--- src/rtl/spike_aer_packetizer.sv ---
// spike_aer_packetizer: tags arbitrated spikes with the scan-window timestamp, buffers them and
// emits AER packets (one timestamp header word, then up to MAX_BURST neuron-ID body words).
// Optional macro SPIKE_PKT_PARITY_EN: bit[OUT_W-2] of every word carries even parity over the
// whole word; when undefined that bit is always 0.
module spike_aer_packetizer #(
    parameter int unsigned NEURON_ID_W = 4,
    parameter int unsigned TS_W        = 12,
    parameter int unsigned BUF_DEPTH   = 16,
    parameter int unsigned MAX_BURST   = 8,
    parameter int unsigned OUT_W       = 16
) (
    input  logic                   clk,
    input  logic                   rst_n,
    input  logic                   scan_start_en,
    input  logic                   spike_valid,
    input  logic [NEURON_ID_W-1:0] spike_id,
    output logic                   spike_ready,
    output logic                   pkt_valid,
    output logic [OUT_W-1:0]       pkt_data,
    output logic                   pkt_last,
    input  logic                   pkt_ready,
    output logic [TS_W-1:0]        window_ts
);

    localparam int unsigned AW = $clog2(BUF_DEPTH);
    localparam int unsigned CW = AW + 1;
    localparam int unsigned BW = $clog2(MAX_BURST) + 1;

    typedef enum logic [0:0] {StIdle, StBody} state_e;

    logic [TS_W-1:0]        ts_mem [BUF_DEPTH];
    logic [NEURON_ID_W-1:0] id_mem [BUF_DEPTH];

    logic [AW-1:0]    wr_ptr_q, rd_ptr_q;
    logic [CW-1:0]    count_q, count_d;
    logic             ready_q;
    logic [TS_W-1:0]  ts_q;
    state_e           state_q, state_d;
    logic [BW-1:0]    burst_q, burst_d;
    logic             pkt_valid_q, pkt_valid_d;
    logic [OUT_W-1:0] pkt_data_q, pkt_data_d;
    logic             pkt_last_q, pkt_last_d;

    logic                   push, pop, out_free;
    logic [TS_W-1:0]        head_ts, next_ts;
    logic [NEURON_ID_W-1:0] head_id;

    // Fill bit[OUT_W-2] so the whole word has even parity (feature builds only).
    function automatic logic [OUT_W-1:0] add_parity(input logic [OUT_W-1:0] w);
        logic [OUT_W-1:0] r;
        r = w;
`ifdef SPIKE_PKT_PARITY_EN
        r[OUT_W-2] = ^w;
`endif
        return r;
    endfunction

    function automatic logic [OUT_W-1:0] header_word(input logic [TS_W-1:0] ts);
        logic [OUT_W-1:0] w;
        w = '0;
        w[OUT_W-1] = 1'b1;
        w[TS_W-1:0] = ts;
        return add_parity(w);
    endfunction

    function automatic logic [OUT_W-1:0] body_word(input logic [NEURON_ID_W-1:0] id);
        logic [OUT_W-1:0] w;
        w = '0;
        w[NEURON_ID_W-1:0] = id;
        return add_parity(w);
    endfunction

    assign push     = spike_valid && ready_q;
    assign out_free = !pkt_valid_q || pkt_ready;
    assign head_ts  = ts_mem[rd_ptr_q];
    assign head_id  = id_mem[rd_ptr_q];
    assign next_ts  = ts_mem[rd_ptr_q + AW'(1)];

    // Spike buffer storage; contents are don't-care until written.
    always_ff @(posedge clk) begin
        if (push) begin
            ts_mem[wr_ptr_q] <= ts_q;
            id_mem[wr_ptr_q] <= spike_id;
        end
    end

    // Occupancy next-state.
    always_comb begin
        count_d = count_q;
        case ({push, pop})
            2'b10:   count_d = count_q + CW'(1);
            2'b01:   count_d = count_q - CW'(1);
            default: count_d = count_q;
        endcase
    end

    // Packet FSM: header load in idle, body loads (with last decision) in body.
    always_comb begin
        state_d     = state_q;
        burst_d     = burst_q;
        pkt_valid_d = pkt_valid_q;
        pkt_data_d  = pkt_data_q;
        pkt_last_d  = pkt_last_q;
        pop         = 1'b0;
        if (out_free) begin
            pkt_valid_d = 1'b0;
            unique case (state_q)
                StIdle: begin
                    if (count_q != '0) begin
                        pkt_valid_d = 1'b1;
                        pkt_data_d  = header_word(head_ts);
                        pkt_last_d  = 1'b0;
                        burst_d     = '0;
                        state_d     = StBody;
                    end
                end
                StBody: begin
                    // Head stays buffered from header load, so it is always present here.
                    pkt_valid_d = 1'b1;
                    pkt_data_d  = body_word(head_id);
                    pop         = 1'b1;
                    burst_d     = burst_q + BW'(1);
                    pkt_last_d  = (burst_q == BW'(MAX_BURST - 1)) || (count_q < CW'(2)) ||
                                  (next_ts != head_ts);
                    if (pkt_last_d) begin
                        state_d = StIdle;
                    end
                end
                default: state_d = StIdle;
            endcase
        end
    end

    // State, pointers, timestamp and output register.
    always_ff @(posedge clk or negedge rst_n) begin
        if (!rst_n) begin
            wr_ptr_q    <= '0;
            rd_ptr_q    <= '0;
            count_q     <= '0;
            ready_q     <= 1'b1;
            ts_q        <= '0;
            state_q     <= StIdle;
            burst_q     <= '0;
            pkt_valid_q <= 1'b0;
            pkt_data_q  <= '0;
            pkt_last_q  <= 1'b0;
        end else begin
            if (push) begin
                wr_ptr_q <= wr_ptr_q + AW'(1);
            end
            if (pop) begin
                rd_ptr_q <= rd_ptr_q + AW'(1);
            end
            count_q <= count_d;
            // Registered full flag keeps pkt_ready off the spike_ready path.
            ready_q <= (count_d != CW'(BUF_DEPTH));
            if (scan_start_en) begin
                ts_q <= ts_q + TS_W'(1);
            end
            state_q     <= state_d;
            burst_q     <= burst_d;
            pkt_valid_q <= pkt_valid_d;
            pkt_data_q  <= pkt_data_d;
            pkt_last_q  <= pkt_last_d;
        end
    end

    assign spike_ready = ready_q;
    assign window_ts   = ts_q;
    assign pkt_valid   = pkt_valid_q;
    assign pkt_data    = pkt_data_q;
    assign pkt_last    = pkt_last_q;

endmodule
--- config.mk ---
export PLATFORM = sky130hd
export DESIGN_NAME = spike_aer_packetizer
export DESIGN_NICKNAME = d
export VERILOG_FILES = /design/src/rtl/spike_aer_packetizer.sv
export SDC_FILE = /design/constraint.sdc
export NUM_CORES = 1
export LEC_CHECK = 0
export CAP_MARGIN = 0
export CORE_MARGIN = 5
export CORE_UTILIZATION = 25
export CTS_CLUSTER_SIZE = 8
export DETAILED_ROUTE_END_ITERATION = 8
export PLACE_DENSITY = 0.39
export SLEW_MARGIN = 20
export SYNTH_ARGS = -nofsm -noshare
export SYNTH_HDL_FRONTEND = slang
export SYNTH_SLANG_ARGS = --single-unit
--- constraint.sdc ---
create_clock -name clk -period 4.3 [get_ports clk]
set_input_delay 0.43 -clock clk [delete_from_list [all_inputs] [get_ports clk]]
set_output_delay 0.43 -clock clk [all_outputs]
set_load 0.02 [all_outputs]
==> results.py <==
metrics = {
    "timing": {
        "slew_headroom_pct": 27.8,
        "drv_slew": 0,
        "layout_worst_path_cycle_share_pct": 84.1,
        "timing.final.ws_setup_ns": 0.683,
        "fmax_mhz": 276,
        "rsz0062_at_grt": "no",
        "fin_tns_setup_ns": 0,
        "worstMarginPinSlew_ns": 1.08,
        "setup_viol": 0,
        "hold_viol": 0,
        "fin_worst_skew_ns": 0.0234,
        "period_minus_slack_ns": 3.62,
    },
    "synth": {
        "synth_top_area_share_pct": 57.1,
        "synth-seq-cells": 302,
        "synth.distinct_cells": 41,
        "avgSynthCellArea_um2": 19.0,
        "synthTopCellsByArea": "edfxtp_1 (57%), mux4_2 (20%), dfrtp_1 (8.4%)",
        "ys_seq_area_share_pct": 65.7,
        "netlist_instances": 708,
        "syn_area_um2": 13500,
        "yosys_warnings": 0,
        "yosys.area.top_type": "edfxtp_1",
    },
    "place": {
        "portBuffers": 36,
        "dp_hpwl_mm": 23.3,
        "place_ws_ns": 0.456,
        "place_congestion": 0.743,
    },
    "worst_setup_path": {
        "end_kind": "register",
        "critical_path.endpoint": "pkt_last$_DFFE_PN0P_",
        "max_stage_delay_ns": 0.64,
        "arrival_ns": 4.06,
        "timing.rr.start": "rd_ptr_q[0]$_DFFE_PN0N_",
        "required_ns": 4.75,
        "crit_type": "register to register",
        "path_buf_inv": 1,
        "r2r_end": "pkt_last$_DFFE_PN0P_",
        "crit_fanout": 110,
        "critPathTopFamily": "simple AND/OR/NAND/NOR gates",
        "path_cells": "buf_12, mux4_2, a22oi_1, nand2_1, xnor2_1, nand4_1, or4_1, o31a_1",
        "crit_path_start_kind": "register",
        "crit_path_start": "rd_ptr_q[0]$_DFFE_PN0N_",
        "reg2reg_setup_slack_ns": 0.68,
        "worst-path-stages": 8,
        "slowest_stage": "mux4_2",
        "rr_worst_depth": 8,
    },
    "grt": {
        "grt_first_pass_wirelength_mm": 57.0,
        "track_usage_pct": 13.3,
        "antenna_found_initial": 0,
        "grt_max_degree": 111,
        "grt_pass1_vias": 7690,
        "grt_overflow_total": 0,
    },
    "floorplan": {
        "initial_core_util_pct": 25.1,
        "fp.dieW_um": 242,
        "core-area_um2": 53600,
        "die_height_um": 242,
        "rows": 85,
        "ios": 40,
        "dieArea_um2": 58500,
    },
    "pwr": {
        "power_density_nw_per_um2": 777,
        "worst_ir_drop_vdd_mv": 0.718,
        "p_leak_nw": 5.33,
    },
    "cts": {
        "cts_max_path_buffers": 3,
        "cts.htree.levels": 2,
        "insertion_delay_ns": 0.56,
        "clk_pin_slew_ns": 0.05,
        "post_cts_buffers": 0,
        "cts_resized": 0,
        "cts_buffers": 44,
        "cts_root_buf": "clkbuf_16",
        "ctsHoldBuffers": 0,
        "cts_tree": "yes",
        "cts_sinks": 302,
    },
    "drt": {
        "wl_met3_mm": 1.81,
        "drtPass1Iterations": 4,
        "vias": 7300,
        "route.detailed.drc": 0,
        "via_per_inst": 4.81,
        "drtAntennaViolNets": 0,
        "routed_wl_mm": 39.1,
        "drt-initial-drc-count": 567,
        "wl_met1_mm": 16.5,
        "routed.top_layer": "met4",
        "wire_per_inst_um": 25.8,
        "route.met2.wl_mm": 19.8,
    },
    "finish": {
        "layout_commonest_cell": "edfxtp_1",
        "drive_above_1_share_pct": 28.5,
        "final_net_count": 805,
        "syn_to_final_growth_pct": 19.8,
        "antenna_cells": 0,
        "fillers": 5279,
        "mostFrequentLayoutCells": "edfxtp_1 (256), mux4_2 (120), clkbuf_16 (45), dfrtp_1 (43), nand2_1 (39)",
    },
    "run": {
        "maxCapViolations": 0,
    },
    "run_status": {
        "status": "finished clean",
    },
    "min_path": {
        "hold_class": "input port to async pin",
    },
}
-- routing by layer --
layer,track usage (%),vias up
li1,-,3074
met1,17.4,3948
met2,22.8,223
met3,2.22,55
met4,4.15,0
met5,0,-
-- worst min-delay path by stage --
stage	slack [ns]	to	from	cells past startpoint
floorplan	0.13	burst_q[0]$_DFFE_PN0P_	rst_n	0
global placement	0.47	count_q[4]$_DFF_PN0_	count_q[4]$_DFF_PN0_	1
detailed placement	0.47	count_q[4]$_DFF_PN0_	count_q[4]$_DFF_PN0_	1
CTS	0.02	burst_q[0]$_DFFE_PN0P_	rst_n	2
global route	0.07	burst_q[2]$_DFFE_PN0P_	rst_n	2
finish	0.006	burst_q[2]$_DFFE_PN0P_	rst_n	2
-- cell families (layout without fill, tap and decap cells) --
group,count (synthesis),after routing,share of synthesized area [%]
adder cells (fa/ha/maj),10,10,0.930
other,1,3,0.0279
XOR/XNOR,38,38,2.59
buffers and inverters,51,162,1.90
flip-flops,302,302,65.7
multiplexers,155,155,22.7
AND/OR/NAND/NOR,98,98,3.36
AO/OA/AOI/OAI,53,53,2.75
-- cell type report --
type / count / area [um^2] / area share (%)
flip-flops and latches: 302 / 8840 / 54.9
multi-input cells: 357 / 4440 / 27.5
clock buffers: 77 / 1250 / 7.73
well taps: 696 / 871 / 5.40
repair buffers: 74 / 666 / 4.13
clock inverters: 4 / 30.0 / 0.186
inverters: 7 / 26.3 / 0.163
-- power breakdown --
| group | leakage (nW) | internal, W | switching (W) |
|---|---|---|---|
| sequential | 2.89 | 0.00377 | 0.000408 |
| combinational | 1.83 | 0.00237 | 0.00275 |
| clock | 0.607 | 0.00195 | 0.00127 |
-- stage by stage --
| step | instances | area, um^2 | total power [W] | utilization [%] | hold slack (ns) |
|---|---|---|---|---|---|
| finish | 1517 | 16100 | 0.0125 | 30.1 | 0.00575 |
| global route | 1517 | 16100 | 0.0132 | 30.1 | 0.0723 |
| CTS | 1517 | 16100 | 0.0128 | 30.1 | 0.0183 |
| detailed placement | 1436 | 14800 | 0.00948 | 27.7 | 0.473 |
| global placement | 1436 | 14800 | 0.00942 | 27.7 | 0.472 |
| floorplan | 710 | 13500 | 0.00765 | - | 0.134 |
-- flip-flops by register name, indices dropped and copies added (netlist names), 4 cells and up --
name / flops
ts_mem: 192
id_mem: 64
pkt_data: 13
window_ts: 12
count_q: 5
burst_q: 4
rd_ptr_q: 4
wr_ptr_q: 4
-- cells in the mapped netlist, drive strengths merged --
library cell,instances
or2,1
a211oi,2
nor4,2
a21oi,7
dfstp,1
xor2,16
a22o,9
a2111oi,1
nand2b,3
clkbuf,13
nand3,3
inv,7
nor4bb,2
xnor2,22
and3,2
o211a,1
nor3,5
mux4,120
conb,1
dfrtp,45
buf,31
o31ai,2
nor3b,1
mux2,4
nand4,6
o21ai,11
mux2i,31
edfxtp,256
ha,10
nor2b,4
a311oi,1
nor2,26
nand2,39
or4,2
o31a,1
a22oi,18
and2,2
Power figures use the tool's default switching activity.
